## src/rtl/mem_bus_bridge.sv

```systemverilog
// mem_bus_bridge
//
// Carries each M-stage load/store to one of three targets: data memory (DM),
// timer 1 (TC1) or timer 2 (TC2). The pipeline stalls until the access
// completes. Address and range faults are reported on cpu_err, and so are DM
// accesses that get no ack within TIMEOUT cycles.
//
// Ports
//   clk, reset        rising-edge clock, synchronous active-high reset
//   cpu_req/we/addr/wdata/byteen
//                     access request from the CPU; the CPU holds these while
//                     stalled
//   cpu_stall         freezes the pipeline while an access is in flight
//   cpu_rdata         registered load data (raw word)
//   cpu_rvalid        one-cycle pulse when a load completes without error
//   cpu_err           one-cycle pulse when an access faults
//   dm_req/we/addr/wdata/byteen, dm_ack, dm_rdata
//                     request/ack handshake to a variable-latency data memory
//   tcN_we/addr/wdata, tcN_rdata
//                     single-cycle register access to timer N (N = 1, 2)
module mem_bus_bridge #(
  parameter logic [31:0] DM_END   = 32'h0000_2fff,
  parameter logic [31:0] TC1_BASE = 32'h0000_7f00,
  parameter logic [31:0] TC2_BASE = 32'h0000_7f10,
  parameter int unsigned TIMEOUT  = 16
) (
  input  logic        clk,
  input  logic        reset,
  input  logic        cpu_req,
  input  logic        cpu_we,
  input  logic [31:0] cpu_addr,
  input  logic [31:0] cpu_wdata,
  input  logic [3:0]  cpu_byteen,
  output logic        cpu_stall,
  output logic [31:0] cpu_rdata,
  output logic        cpu_rvalid,
  output logic        cpu_err,
  output logic        dm_req,
  output logic        dm_we,
  output logic [31:0] dm_addr,
  output logic [31:0] dm_wdata,
  output logic [3:0]  dm_byteen,
  input  logic        dm_ack,
  input  logic [31:0] dm_rdata,
  output logic        tc1_we,
  output logic [1:0]  tc1_addr,
  output logic [31:0] tc1_wdata,
  input  logic [31:0] tc1_rdata,
  output logic        tc2_we,
  output logic [1:0]  tc2_addr,
  output logic [31:0] tc2_wdata,
  input  logic [31:0] tc2_rdata
);

  typedef enum logic [1:0] {IDLE, DM_BUSY, TC_ACC, DONE} state_t;

  localparam logic [7:0] TMO_LAST = 8'(TIMEOUT - 1);

  state_t      state, state_nxt;
  logic        lat_we;
  logic [31:2] lat_word;   // only word bits are ever needed after decode
  logic [31:0] lat_wdata;
  logic [3:0]  lat_byteen;
  logic        lat_err;
  logic        lat_sel2;   // 1: timer access targets TC2, 0: TC1
  logic [7:0]  tmo_cnt;

  logic in_dm, in_tc1, in_tc2, is_tc, dec_err, tmo_hit;

  // Decode the CPU request directly so that the IDLE edge can already pick
  // the next state; an error costs only the single IDLE stall cycle.
  always_comb begin
    in_dm   = (cpu_addr <= DM_END);
    in_tc1  = (cpu_addr >= TC1_BASE) && (cpu_addr <= TC1_BASE + 32'hb);
    in_tc2  = (cpu_addr >= TC2_BASE) && (cpu_addr <= TC2_BASE + 32'hb);
    is_tc   = in_tc1 || in_tc2;
    dec_err = !(in_dm || is_tc)
           || (is_tc && cpu_we && (cpu_byteen != 4'hf))
           || (is_tc && (cpu_addr[1:0] != 2'b00))
           || (!cpu_we && (cpu_addr[1:0] != 2'b00));
    tmo_hit = (tmo_cnt == TMO_LAST);
  end

  // State register
  always_ff @(posedge clk) begin
    if (reset) state <= IDLE;
    else       state <= state_nxt;
  end

  // Next-state logic
  always_comb begin
    state_nxt = state;
    case (state)
      IDLE: begin
        if (cpu_req) begin
          if (dec_err)    state_nxt = DONE;
          else if (in_dm) state_nxt = DM_BUSY;
          else            state_nxt = TC_ACC;
        end
      end
      // An ack in the timeout cycle still completes normally; only the
      // error flag differs, and that is handled in the latch block.
      DM_BUSY: if (dm_ack || tmo_hit) state_nxt = DONE;
      TC_ACC:  state_nxt = DONE;
      DONE:    state_nxt = IDLE;
      default: state_nxt = IDLE;
    endcase
  end

  // Request latches, timeout counter and load data register
  always_ff @(posedge clk) begin
    if (reset) begin
      lat_we     <= 1'b0;
      lat_word   <= '0;
      lat_wdata  <= '0;
      lat_byteen <= '0;
      lat_err    <= 1'b0;
      lat_sel2   <= 1'b0;
      tmo_cnt    <= '0;
      cpu_rdata  <= '0;
    end else begin
      case (state)
        IDLE: begin
          if (cpu_req) begin
            lat_we     <= cpu_we;
            lat_word   <= cpu_addr[31:2];
            lat_wdata  <= cpu_wdata;
            lat_byteen <= cpu_byteen;
            lat_err    <= dec_err;
            lat_sel2   <= in_tc2;
            tmo_cnt    <= '0;
          end
        end
        DM_BUSY: begin
          if (dm_ack) begin
            if (!lat_we) cpu_rdata <= dm_rdata;
          end else if (tmo_hit) begin
            lat_err <= 1'b1;
          end else begin
            tmo_cnt <= tmo_cnt + 8'd1;
          end
        end
        TC_ACC: begin
          if (!lat_we) cpu_rdata <= lat_sel2 ? tc2_rdata : tc1_rdata;
        end
        default: ;
      endcase
    end
  end

  // Output logic
  always_comb begin
    cpu_stall  = (state == IDLE) ? cpu_req : ((state == DM_BUSY) || (state == TC_ACC));
    cpu_rvalid = (state == DONE) && !lat_err && !lat_we;
    cpu_err    = (state == DONE) && lat_err;

    dm_req     = (state == DM_BUSY);
    dm_we      = (state == DM_BUSY) && lat_we;
    dm_addr    = {lat_word, 2'b00};
    dm_wdata   = lat_wdata;
    dm_byteen  = lat_byteen;

    // Timer ranges are 16-byte aligned, so the register index is the
    // word-offset bits minus the (zero) base bits.
    tc1_addr   = lat_word[3:2] - TC1_BASE[3:2];
    tc2_addr   = lat_word[3:2] - TC2_BASE[3:2];
    tc1_wdata  = lat_wdata;
    tc2_wdata  = lat_wdata;
    tc1_we     = (state == TC_ACC) && lat_we && !lat_sel2;
    tc2_we     = (state == TC_ACC) && lat_we && lat_sel2;
  end

endmodule

```

## config.mk

```make
export PLATFORM = sky130hd
export DESIGN_NAME = mem_bus_bridge
export DESIGN_NICKNAME = d
export VERILOG_FILES = /design/src/rtl/mem_bus_bridge.sv
export SDC_FILE = /design/constraint.sdc
export NUM_CORES = 1
export LEC_CHECK = 0
export BUFFER_PORTS_ARGS = -buffer_cell sky130_fd_sc_hd__buf_4
export CORE_AREA = 2 2 132 134
export DETAILED_ROUTE_END_ITERATION = 12
export DIE_AREA = 0 0 134 136
export GPL_ROUTABILITY_DRIVEN = 0
export PLACE_DENSITY = 0.68
export SYNTH_ARGS = -nofsm -noshare
export SYNTH_HDL_FRONTEND = slang
export SYNTH_SLANG_ARGS = --single-unit
export TNS_END_PERCENT = 100
```

## constraint.sdc

```tcl
create_clock -name clk -period 2.65 [get_ports clk]
set_input_delay 0.53 -clock clk [delete_from_list [all_inputs] [get_ports clk]]
set_output_delay 0.53 -clock clk [all_outputs]
set_load 0.02 [all_outputs]
```

== Yosys cells after proc, flatten, opt, wreduce, memory -nomap -nowiden ==
Cells that the tools add are included.
Word-level totals
  register bits after elaboration: 111
  output and inout port bits: 175
Cells by class
  $lt $le $gt $ge: 5
  $add $sub $neg: 1
  reductions and logical operators: 34
  equality and inequality tests: 13
  multiplexer cells: 19
Operators with widths (number)
  $mux W32: 4
  $ge A32 B15 Y1 const B: 2
  $le A32 B15 Y1 const B: 2
  $pmux W32 S2: 1
  $le A32 B14 Y1 const B: 1
  $mux W8: 3
  $pmux W8 S2: 1
  $logic_and A1 B1 Y1: 13
  $reduce_and A4 Y1: 3
  $ne A2 B2 Y1 const B: 5
  $add A8 B1 Y8 const B: 1
  $eq A8 B4 Y1 const B: 1
  $mux W2: 4
  $pmux W2 S4: 1
  $logic_or A1 B1 Y1: 7
  $ne A2 B1 Y1 const B: 3
  $reduce_bool A2 Y1: 3
  $logic_not A1 Y1: 5
  $eq A2 B2 Y1 const B: 2
  $mux W1: 4
  $ne A4 B4 Y1 const B: 1
  $reduce_and A2 Y1: 2
  $eq A2 B1 Y1 const B: 1
  $logic_not A2 Y1: 1
  $pmux W1 S2: 1

== Logic depth before layout (Yosys ltp) ==
  depth after elaboration: 11
  mapped depth: 8
  mapped depth without buffers: 7

== Worst setup path after synthesis ==
No wires, ideal clock.
  path type: register -> output
  start point: register state[0]
  end point: output port tc1_we
  setup slack: 629 ps
  path buffers: 2
  stages on the path, launching flop included: 7
  data arrival time: 1491 ps
  path through: dfxtp_1 -> inv_1 -> ha_1 -> clkbuf_1 -> clkbuf_1 -> nand2_1 -> nor2_1
On the way
  cells in the longest elaborated chain, start to end: 3
Ends and longest elaborated chain
  from (decl): RTL line 59  | state_t state, state_nxt;
  from (signal assigned): RTL line 87  | else state <= state_nxt;
  $eq A2 B2 Y1: RTL line 169  | tc1_we = (state == TC_ACC) && lat_we && !lat_sel2;
  $logic_and A1 B1 Y1 (2 in a row): RTL line 169
  to (decl): RTL line 45  | output logic tc1_we,
No other way between the ends.

== Worst setup path in the final report ==
  start point: register state[0]
  end point: output port tc2_we
On the way
  cells in the longest elaborated chain, start to end: 3
Ends and longest elaborated chain
  $eq A2 B2 Y1: RTL line 170  | tc2_we = (state == TC_ACC) && lat_we && lat_sel2;
  $logic_and A1 B1 Y1 (2 in a row): RTL line 170
  to (decl): RTL line 49  | output logic tc2_we,
No other way between the ends.

==> run_results.csv <==
group,metric,value,unit
detailed_routing,drtIter0Drc,214,
clock_network,cts-root-to-sink-buffers,2,
detailed_routing,routed_via_density,4.649,
timing,grt_setup_unrepaired,"false",
clock_network,clock_latency,0.35,ns
timing,fin_worst_hold_slack,0.4172,ns
die,std_cell_rows,48,
setup_path,crit_path_end_kind,"output pin",
die,fp.dieArea,18220,um2
timing,final-setup-viol-count,0,
global_route,grt_first_pass_wirelength,26120,um
detailed_routing,routed.top_layer,"met4",
job,max-cap-violations,0,
synth,synth.most_common_cell,"sky130_fd_sc_hd__nand2_1",
power,max-vdd-ir-drop,0.3750,mV
synth,synth-edff-count,0,
clock_network,postCtsSetupBuffers,0,
synth,synth.yosys.warnings,0,
timing,final-max-slew-violation-count,0,
synth,top_cells_by_area_in_the_synthesized_netlist,"sky130_fd_sc_hd__dfxtp_1 (42%), sky130_fd_sc_hd__nand2_1 (15%), sky130_fd_sc_hd__a21oi_1 (10%)",
timing,final_critical_path_setup_slack,0.4616,ns
clock_network,cts_htree_levels,3,
hold_path,worst_hold_path_type,"in -> reg",
synth,syn-mean-instance-area,7.823,um2
synth,ys_seq_area_frac,0.4171,
synth,synth_cells,681,
global_route,grt_util_all_layers,0.1832,
layout,final_design_area_no_fill,7858,um2
die,initial_core_util,0.3157,
timing,finalCriticalPeriod,2.188,ns
setup_path,worst_setup_path_start_kind,"flop",
global_route,pin_count_of_the_biggest_net_entering_global_routing,57,
timing,worst_slew_pin_slew,0.6656,ns
timing,final_hold_viol_count,0,
detailed_routing,routedWlPerCell,15.18,um
detailed_routing,met2RoutedLength,8702,um
hold_path,hold_path_startpoint,"cpu_wdata[0]",
setup_path,critical_path.reg2reg.endpoint,"cpu_rdata[14]",
place,port-buffer-count,341,
place,dpl_cell_area,7577,um2
synth,async_reset_ff_frac,0,
layout,final_instance_count_excl_fillers,1160,
timing,finalClockSkew,0.006979,ns
synth,dominantRegCellSynth,"sky130_fd_sc_hd__dfxtp_1",
setup_path,worst_r2r_path_depth,7,
power,leakagePower,0.003469,uW
clock_network,clock_tree.root_cell,"sky130_fd_sc_hd__clkbuf_16",
outcome,run_status,"finished clean",
synth,yosys.area.top_type_share,0.4171,
setup_path,worst_r2r_startpoint,"state[0]",
setup_path,crit_arrival,1.66,ns
setup_path,worstPathRequired,2.12,ns
clock_network,clock_sink_count,111,
hold_path,whs_path_depth,3,
global_route,grt-ovfl-total,0,
synth,synth.ff_latch_count,111,
timing,min_period_over_period,0.8258,
place,preCtsSetupSlack,0.3498,ns
detailed_routing,ant_nets,0,
die,floorplan.die.height,136,um
detailed_routing,drc_errors,0,
hold_path,worstHoldEndpoint,"dm_wdata[0]",
place,place.detailed.hpwl,13510,um
power,power-per-cell-area,873.8,nW/um2
die,count_of_pins_on_the_block_boundary,344,
clock_network,clock_tree_from_tritoncts,"done",
clock_network,cts-buffers-inserted,9,
global_route,antenna_violations_before_repair,0,
die,coreArea,16880,um2
die,die_w,134,um
synth,ys_top_cells_by_count,"sky130_fd_sc_hd__nand2_1 (208), sky130_fd_sc_hd__dfxtp_1 (111), sky130_fd_sc_hd__a21oi_1 (108), sky130_fd_sc_hd__buf_4 (70), sky130_fd_sc_hd__o211ai_1 (33)",
clock_network,cts-resized-gates,0,
detailed_routing,detail_route.wirelength,17610,um
place,numPlacedInstances,1145,
synth,post-synth-top-area-cell,"sky130_fd_sc_hd__dfxtp_1",
synth,synthesis.area,5328,um2
timing,slew-limit-headroom,0.5448,
global_route,grt_pass1_vias,4911,
detailed_routing,route.met3.wl,1614,um
clock_network,hold_fix_buffer_count_after_cts,0,
timing,fmax,457.0,MHz
layout,num_antenna_cells,0,
detailed_routing,routedLengthMet1,6948,um
timing,totalNegativeSetupSlack,0,ns
clock_network,clk_transition_reported_paths,0.08,ns
synth,synth_cell_types,43,
setup_path,critical_path_peak_fanout,22,
layout,area_growth,47.49,%
layout,drive_above_1_share,0.4064,
layout,nets,1105,
detailed_routing,firstDrtPassIters,4,
setup_path,timing.reg2reg.setup_slack,0.70,ns
setup_path,critical_path_class,"reg -> out",
detailed_routing,vias,5393,
how the worst max path moves through the flow:
stage	cells after the start	end	startpoint	slack, ns
3_3_place_gp	6	state[1]	cpu_addr[15]	0.43
2_1_floorplan	6	tc1_we	state[0]	0.63
3_5_place_dp	6	state[1]	cpu_addr[15]	0.35
6_report	4	tc2_we	state[0]	0.46
5_1_grt	5	tc1_we	state[0]	0.37
4_1_cts	4	tc2_we	state[0]	0.40
state kept, by name, summed over array words and instances, names as in the netlist:
signal     cells
cpu_rdata     32
lat_sel2       1
lat_we         1
dm_byteen      4
lat_err        1
state          2
tmo_cnt        8
dm_wdata      32
lat_word      30
routing by layer:
metal,up-vias,GRT usage
li1,2716,-
met1,2442,0.2139
met2,215,0.3194
met3,20,0.05630
met4,0,0.06147
met5,-,0
per-stage QoR:
stage	utilization	power, uW
after floorplan	-	4408
after global placement	0.4490	5590
after detailed placement	0.4490	5627
after CTS	0.4656	6969
after global routing	0.4656	7300
final	0.4656	6866
kinds of logic after synthesis:
group | after synthesis | share of synthesized area
compound gates | 155 | 0.1689
xor+xnor | 5 | 0.008219
fa+ha+maj | 5 | 0.01174
buf+inv | 118 | 0.1353
flops | 111 | 0.4171
mux | 33 | 0.06224
other cells | 1 | 0.0007039
simple gates | 253 | 0.1959
area by class of cell:
type / count / area, um2
inverter: 3 / 11.26
sequential: 111 / 2223
clock inverter: 6 / 55.05
fill: 1699 / 9019
clock buffer: 9 / 225.2
timing repair buffer: 353 / 2663
tap: 225 / 281.5
multi-input combinational: 453 / 2399
cell usage in the layout, fill, tap and decap left out, drive strengths merged, types with 2 or more instances in the layout:
cell / synthesis / routed
clkinvlp: 0 / 2
buf: 84 / 353
xor2: 5 / 5
or3: 2 / 2
a2111oi: 2 / 2
nand4: 5 / 5
nand3: 4 / 4
nor4: 5 / 5
o211ai: 33 / 33
mux2i: 32 / 32
clkbuf: 31 / 9
o21ai: 5 / 5
and2: 3 / 3
inv: 3 / 6
conb: 1 / 2
dfxtp: 111 / 111
a21oi: 108 / 108
ha: 5 / 5
and3: 3 / 3
nand2: 208 / 208
nor2: 13 / 13
where the power goes:
group	internal (uW)	leakage (uW)	switching, uW	total, uW
sequential	2050	0.000908	267	2310
clock	652	0.000132	663	1320
combinational	1290	0.00243	1940	3240
total	3990	0.00347	2870	6870
critical path, cell delays in order, from the launching register on:
cell and delay, ns:
sky130_fd_sc_hd__dfxtp_1 0.34, sky130_fd_sc_hd__inv_1 0.10, sky130_fd_sc_hd__ha_2 0.45, sky130_fd_sc_hd__and3_1 0.26, sky130_fd_sc_hd__buf_4 0.16
(Power assumes the default switching activity.)
